`src/rtl/mandelbrot_pkg.sv`:
```
// rtl/mandelbrot_pkg.sv - shared defaults and palette mapping for the Mandelbrot pixel path
package mandelbrot_pkg;

  localparam int CTRWIDTH_DEFAULT = 4;
  localparam int WIDTH_DEFAULT    = 640;
  localparam int HEIGHT_DEFAULT   = 480;

  // Maps the low four count bits to {R[1:0], G[1:0], B[1:0]}; points inside the set are black.
  function automatic logic [5:0] palette_rgb(input logic [3:0] ctr, input logic in_set);
    logic [5:0] rgb;
    if (in_set) begin
      rgb = 6'b000000;
    end else begin
      rgb = {ctr[3:2], ctr[1:0], ~ctr[3:2]};
    end
    return rgb;
  endfunction

endpackage

```
`src/rtl/mandelbrot_sync_fifo.sv`:
```
// rtl/mandelbrot_sync_fifo.sv - synchronous FIFO without fall-through, drop-on-full write side
module mandelbrot_sync_fifo #(
  parameter int DW    = 4,
  parameter int DEPTH = 8
) (
  input  logic                       clk,
  input  logic                       reset,
  input  logic                       wr_tvalid_i,
  input  logic [DW-1:0]              wr_tdata_i,
  input  logic                       rd_tready_i,
  output logic                       rd_tvalid_o,
  output logic [DW-1:0]              rd_tdata_o,
  output logic [$clog2(DEPTH):0]     level_o,
  output logic                       drop_o
);

  localparam int AW = $clog2(DEPTH);

  logic [DW-1:0] mem_q [DEPTH];
  logic [AW-1:0] wr_ptr_q, wr_ptr_d;
  logic [AW-1:0] rd_ptr_q, rd_ptr_d;
  logic [AW:0]   level_q, level_d;
  logic          full;
  logic          rd_fire;
  logic          wr_fire;

  assign full    = (level_q == (AW+1)'(DEPTH));
  assign rd_fire = rd_tready_i && (level_q != '0);
  // A full buffer still accepts a write when a read frees a slot in the same cycle.
  assign wr_fire = wr_tvalid_i && (!full || rd_fire);
  assign drop_o  = wr_tvalid_i && full && !rd_fire;

  assign rd_tvalid_o = (level_q != '0);
  assign rd_tdata_o  = mem_q[rd_ptr_q];
  assign level_o     = level_q;

  // Next-state for pointers and occupancy; pointers wrap naturally since DEPTH is a power of two.
  always_comb begin
    wr_ptr_d = wr_ptr_q;
    rd_ptr_d = rd_ptr_q;
    level_d  = level_q;
    if (wr_fire) wr_ptr_d = wr_ptr_q + AW'(1);
    if (rd_fire) rd_ptr_d = rd_ptr_q + AW'(1);
    case ({wr_fire, rd_fire})
      2'b10:   level_d = level_q + (AW+1)'(1);
      2'b01:   level_d = level_q - (AW+1)'(1);
      default: level_d = level_q;
    endcase
  end

  // Pointer and occupancy registers; reset discards all buffered entries.
  always_ff @(posedge clk) begin
    if (reset) begin
      wr_ptr_q <= '0;
      rd_ptr_q <= '0;
      level_q  <= '0;
    end else begin
      wr_ptr_q <= wr_ptr_d;
      rd_ptr_q <= rd_ptr_d;
      level_q  <= level_d;
    end
  end

  // Storage array; contents need no reset because occupancy gates visibility.
  always_ff @(posedge clk) begin
    if (!reset && wr_fire) begin
      mem_q[wr_ptr_q] <= wr_tdata_i;
    end
  end

endmodule

```
`src/rtl/mandelbrot_pixel_sink.sv`:
```
// rtl/mandelbrot_pixel_sink.sv - buffers iteration counts and tags them with raster coordinates; palette output under MANDELBROT_PIXEL_SINK_PALETTE_EN
module mandelbrot_pixel_sink
  import mandelbrot_pkg::*;
#(
  parameter int CTRWIDTH = CTRWIDTH_DEFAULT,
  parameter int WIDTH    = WIDTH_DEFAULT,
  parameter int HEIGHT   = HEIGHT_DEFAULT,
  parameter int DEPTH    = 8,
  localparam int XW      = (WIDTH  > 1) ? $clog2(WIDTH)  : 1,
  localparam int YW      = (HEIGHT > 1) ? $clog2(HEIGHT) : 1
) (
  input  logic                      clk,
  input  logic                      reset,
  input  logic [CTRWIDTH-1:0]       in_ctr,
  input  logic                      in_valid,
  input  logic                      out_ready,
  output logic                      out_valid,
  output logic [CTRWIDTH-1:0]       out_ctr,
  output logic [XW-1:0]             out_x,
  output logic [YW-1:0]             out_y,
  output logic                      out_sof,
  output logic                      out_eol,
`ifdef MANDELBROT_PIXEL_SINK_PALETTE_EN
  output logic [5:0]                out_rgb,
`endif
  output logic [$clog2(DEPTH):0]    level,
  output logic                      overflow
);

  logic          rd_fire;
  logic          drop;
  logic [XW-1:0] x_q, x_d;
  logic [YW-1:0] y_q, y_d;
  logic          x_last;
  logic          y_last;
  logic          overflow_q;

  mandelbrot_sync_fifo #(
    .DW    (CTRWIDTH),
    .DEPTH (DEPTH)
  ) u_fifo (
    .clk         (clk),
    .reset       (reset),
    .wr_tvalid_i (in_valid),
    .wr_tdata_i  (in_ctr),
    .rd_tready_i (out_ready),
    .rd_tvalid_o (out_valid),
    .rd_tdata_o  (out_ctr),
    .level_o     (level),
    .drop_o      (drop)
  );

  assign rd_fire = out_valid && out_ready;
  assign x_last  = (x_q == XW'(WIDTH - 1));
  assign y_last  = (y_q == YW'(HEIGHT - 1));

  // Coordinates advance per consumed pixel only, so dropped strobes never skew the raster.
  always_comb begin
    x_d = x_q;
    y_d = y_q;
    if (rd_fire) begin
      if (x_last) begin
        x_d = '0;
        y_d = y_last ? '0 : y_q + YW'(1);
      end else begin
        x_d = x_q + XW'(1);
      end
    end
  end

  // Raster position registers; reset restarts the frame at pixel (0,0).
  always_ff @(posedge clk) begin
    if (reset) begin
      x_q <= '0;
      y_q <= '0;
    end else begin
      x_q <= x_d;
      y_q <= y_d;
    end
  end

  // Sticky overflow: set by any dropped strobe, cleared only by reset.
  always_ff @(posedge clk) begin
    if (reset) begin
      overflow_q <= 1'b0;
    end else if (drop) begin
      overflow_q <= 1'b1;
    end
  end

  assign out_x    = x_q;
  assign out_y    = y_q;
  assign out_sof  = (x_q == '0) && (y_q == '0);
  assign out_eol  = x_last;
  assign overflow = overflow_q;

`ifdef MANDELBROT_PIXEL_SINK_PALETTE_EN
  // Palette uses the low four count bits, so CTRWIDTH must be at least 4 with this option.
  logic in_set;
  assign in_set  = (out_ctr == {CTRWIDTH{1'b1}});
  assign out_rgb = out_valid ? palette_rgb(out_ctr[3:0], in_set) : 6'b000000;
`endif

endmodule

```
`config.mk`:
```
export PLATFORM = sky130hd
export DESIGN_NAME = mandelbrot_pixel_sink
export DESIGN_NICKNAME = d
export VERILOG_FILES = /design/src/rtl/mandelbrot_pkg.sv /design/src/rtl/mandelbrot_sync_fifo.sv /design/src/rtl/mandelbrot_pixel_sink.sv
export SDC_FILE = /design/constraint.sdc
export NUM_CORES = 1
export LEC_CHECK = 0
export CAP_MARGIN = 20
export CORE_ASPECT_RATIO = 1.1
export CORE_MARGIN = 5
export CORE_UTILIZATION = 25
export DETAILED_ROUTE_END_ITERATION = 10
export PLACE_DENSITY = 0.43
export SLEW_MARGIN = 10
export SYNTH_ARGS = -nofsm -noshare
export SYNTH_HDL_FRONTEND = slang
export SYNTH_SLANG_ARGS = --single-unit
```
`constraint.sdc`:
```
create_clock -name clk -period 7.95 [get_ports clk]
set_clock_uncertainty 0.15 [all_clocks]
set_input_delay 1.59 -clock clk [delete_from_list [all_inputs] [get_ports clk]]
set_output_delay 1.59 -clock clk [all_outputs]
set_load 0.02 [all_outputs]
```
==> summary by stage <==
Run status
The run finished with clean final reports.

Worst hold path
The worst hold path was traced through 2 stages. The destination of the worst hold path is overflow$_SDFFE_PP0P_. The worst hold path begins at overflow$_SDFFE_PP0P_. The path class of the lowest-slack min-delay path is register to register.

Power and ir drop
Per report_power, the clock group accounts for between 40 and 50% of the total. The internal portion of the total power is 763 µW. The analysis attributes to cell leakage a power of 1.22 nW. Sequential cells account for 38.7% of the total power. The worst-case IR drop observed on VDD is 0.000104 V. The switching component of the power is about 300 µW. The combinational share of power is a little over a fifth.

The proportion of total power due to net switching is between 20 and 30%. The power per standard cell area is around 280 mW/mm².

CTS
After clock tree synthesis, the repair step resized 0 gates. TritonCTS built the clock tree. Counting along the longest clock path gives a buffer depth of 2.

The total CTS buffers is 9. The count of hold-fix buffers inserted at cts is 0. The post-CTS repair timing setup buffer count is 0. After clock tree synthesis, the clock-pin slew on the worst setup and hold paths is approximately 0.050 ns. The tree is rooted in a clkbuf_16.

The clock reaches the later pin of the worst-skew pair after ~0.33 ns. The number of H-tree levels is 3. The clock net in this run drives a total of 65 sinks.

Floorplanning
The site row count is 41. In this run the vertical extent of the chip is approximately 120 µm. Once the floorplan was initialized, standard cells occupied roughly a quarter of the core. The floorplan core area is between 0.01 and 0.015 mm².

The chip width is around 110 µm. The area enclosed by the die boundary is approximately 0.014 mm². The I/O pin count is 39.

Routing
The detail-routed via count per cell is ~4.6. The count of nets left with antenna violations once routing finished came out at 0. The first detailed-routing pass ran for 4 iterations.

Summing over every cut layer, the via total after detailed routing is 2051. The sum of routed wire length over all layers is roughly 6300 µm. The total DRC errors in the routed layout is 0. For this block, the initial DRC count from the detailed router was 64. Dividing the detail-routed wire length by the instance count gives roughly 14 µm.

Critical path
The highest fanout seen on the critical path is 6. The biggest cell delay along the critical path is between 0.5 and 0.6 ns. The endpoint identified for the worst register-to-register timing path is u_fifo.level_o[2]$_SDFFE_PP0P_. The type of element capturing the critical path is a register.

The count of cells along the worst register-to-register path is 9. The data arrival at the endpoint of the critical path is 4.30 ns. The launch instance of the worst register-to-register path is u_fifo.level_o[0]$_SDFFE_PP0P_.

The critical path is of the input pin to register type. The worst setup path is launched from an input pin. The data required time of the critical path is about 8.1 ns. The cell at the slowest stage of the critical path is clkdlybuf4s50_1. The signal on the critical path passes through clkdlybuf4s50_1 -> nor4_1 -> a21boi_0 -> inv_1 -> ha_1 -> xor2_1 -> ha_1 -> a21oi_1 -> xor2_1 -> or3_1 -> a21oi_1.

The reg2reg setup slack is approximately 4.8 ns.

Global routing
The wire length of the first global-routing pass is roughly 11000 µm. In the global route stage, overall resource usage came out at around a tenth. The initial antenna violation count is 0. The number of global-route vias before repair is 2071. The aggregate global routing overflow is 0. Entering global routing, the biggest net connects 31 pins.

STA
The final max-slew violation count is 0. The smallest clock period supported by the final layout is computed as ~4.2 ns. Setup repair after global routing left no endpoint under its margin.

The final count of hold timing violations is 0. The normalized max-slew margin is about two fifths. For this run, the top clock speed supported by timing is about 240 MHz. The setup TNS is 0 ns.

The fraction of the cycle the final worst path needs is approximately 53%. Setup violations remaining at the end of the flow were counted as 0. The final worst setup slack is around 3.7 ns. The slew at the pin closest to its max-slew limit is ~0.9 ns.

Synth
The post-synthesis area per instance is roughly 12 µm². The cell area after synthesis is 0.00289 mm². The distinct cell type count of the synthesized netlist is 42. The cell type with the highest aggregate area in the netlist is edfxtp_1.

The number of nets handed over by synthesis was roughly 270. Synthesis produced 250 cells. Summed over its instances, the top area cell type makes up approximately a third of the synthesized netlist area.

In the post-synthesis netlist, the biggest area contributors are edfxtp_1 (33%), dfxtp_1 (23%), mux4_2 (6.2%), ha_1 (3.9%), nand2_1 (3.4%). Yosys printed 0 warnings. The total of flip-flops plus latches after synthesis is 65. Of the synthesized area, sequential elements account for a little under three fifths.

Finish
The area growth from synthesis to layout is 29.9%. The number of antenna diodes in the final layout is 0. The post-route netlist has a little under an eighth of its cells at a drive strength greater than 1.

The number of filler instances in the final layout is 1151. The area of the multi-input gates is between 0.001 and 0.0015 mm². The final layout contains 308 nets. The area taken by flip-flops and latches is ~0.0016 mm².

Placed design
The final HPWL from detailed placement is approximately 4500 µm. The quantity of I/O buffers inserted on ports is 38. At the end of routability-driven placement, the weighted congestion stood at 0.701.

The worst setup timing slack at the placement stage is 3.39 ns.

Job
Across the run, the number of max-cap violations was 0.
## synthesized netlist by cell type
library cell / count
or4_1: 3
nand4b_1: 1
mux2i_1: 1
mux4_2: 8
a31o_2: 1
o32ai_1: 1
nor4b_1: 1
or3_1: 5
buf_2: 3
dfxtp_1: 33
nand4_1: 3
nor2b_1: 3
nand2b_1: 5
xnor2_1: 4
or4b_1: 1
nand3_1: 8
nand2_1: 26
a21boi_0: 1
nand3b_1: 1
nand4bb_1: 1
o31ai_1: 2
edfxtp_1: 32
mux2_2: 5
o41ai_4: 1
a31oi_1: 3
clkbuf_2: 1
nor2_1: 21
ha_1: 9
and4_1: 1
clkinv_1: 1
nor3_1: 6
a21oi_1: 18
xor2_1: 8
and4b_1: 1
clkbuf_1: 5
or4_4: 1
and2b_1: 1
a311oi_1: 1
or4b_2: 1
nor4_1: 9
inv_1: 6
o21ai_0: 7
## worst max-delay path, delay by kind of cell
kind                       cells  cell delay [ns]
adders and majority gates      2             0.48
and+or+nand+nor                2             0.39
xor gates and xnor gates       2             0.25
AOI/OAI and AO/OA              3             0.84
buffers and inverters          2             0.74
## worst max path at each step
stage | start | end | cells after the start
global route | out_ready | u_fifo.level_o[2]$_SDFFE_PP0P_ | 11
floorplan | out_ready | u_fifo.level_o[3]$_SDFFE_PP0P_ | 7
global placement | out_ready | u_fifo.level_o[3]$_SDFFE_PP0P_ | 8
CTS | out_ready | u_fifo.level_o[2]$_SDFFE_PP0P_ | 11
detailed placement | out_ready | u_fifo.level_o[3]$_SDFFE_PP0P_ | 8
finish | out_ready | u_fifo.level_o[2]$_SDFFE_PP0P_ | 11
## stage by stage
step | hold slack [ns] | cells | total power [mW] | utilization [%] | instance area, µm²
6_report | 0.324 | 446 | 1.07 | 33.0 | 3750
5_1_grt | 0.358 | 446 | 1.12 | 33.0 | 3750
4_1_cts | 0.330 | 446 | 1.08 | 33.0 | 3750
3_5_place_dp | 0.316 | 430 | 0.648 | 30.1 | 3430
3_3_place_gp | 0.309 | 430 | 0.648 | 30.1 | 3430
2_1_floorplan | 0.304 | 250 | 0.561 | - | 2890
## sequential cells by signal (all words and copies together) (netlist names), named ones only
register	count
out_x	10
overflow	1
u_fifo.rd_ptr_q	3
u_fifo.level_o	4
u_fifo.wr_ptr_q	3
out_y	9
u_fifo.mem_q	32
## cell usage in the layout, fill, tap and decap left out, types with 2 or more instances in the layout
master           Yosys  layout
xor2_1               8       8
edfxtp_1            32      32
o21ai_0              7       7
nor2_1              21      21
ha_1                 9       9
inv_1                6       6
nand2_1             26      26
dfxtp_1             33      33
clkdlybuf4s50_1      0      38
nor3_1               6       6
nand4_1              3       3
or3_1                5       5
a31oi_1              3       3
mux4_2               8       8
nand2b_1             5       5
a21oi_1             18      18
xnor2_1              4       4
or4_1                3       3
nor4_1               9       9
o31ai_1              2       2
mux2_2               5       5
nand3_1              8       8
clkinv_4             0       3
nor2b_1              3       3
bufinv_16            0       2
clkbuf_16            0       9
## cells by family (layout without fill, tap and decap cells)
logic type	after synthesis	after routing	share of synthesized area, %
simple gates	99	99	18.0
flops	65	65	56.1
compound gates	35	35	7.62
buf+inv	16	62	2.25
mux	14	14	8.53
xor+xnor	12	12	3.64
fa+ha+maj	9	9	3.90
## power by group through the flow
| stage | registers (mW) | logic [mW] | clock network [mW] |
|---|---|---|---|
| final | 0.412 | 0.226 | 0.429 |
| after floorplan | 0.415 | 0.146 | 0 |
| after detailed placement | 0.420 | 0.228 | 0 |
| after global placement | 0.420 | 0.229 | 0 |
| after global routing | 0.417 | 0.247 | 0.457 |
| after CTS | 0.413 | 0.230 | 0.440 |
## area by class of cell
class,instances,area share [%]
repair buffers,39,10.3
clock inverters,7,2.73
inverters,7,0.700
flip-flops and latches,65,43.2
clock buffers,9,6.00
multi-input cells,169,32.1
well taps,150,5.00
## routing by layer
layer  vias up  GRT usage, %  share of wire (%)
met1       979          12.0                 47
met4         0          5.18                1.8
met2        42          16.1                 47
li1       1020             -                  -
met3        10          2.66                4.4
met5         -             0                  0
Power figures use the tool's default switching activity.
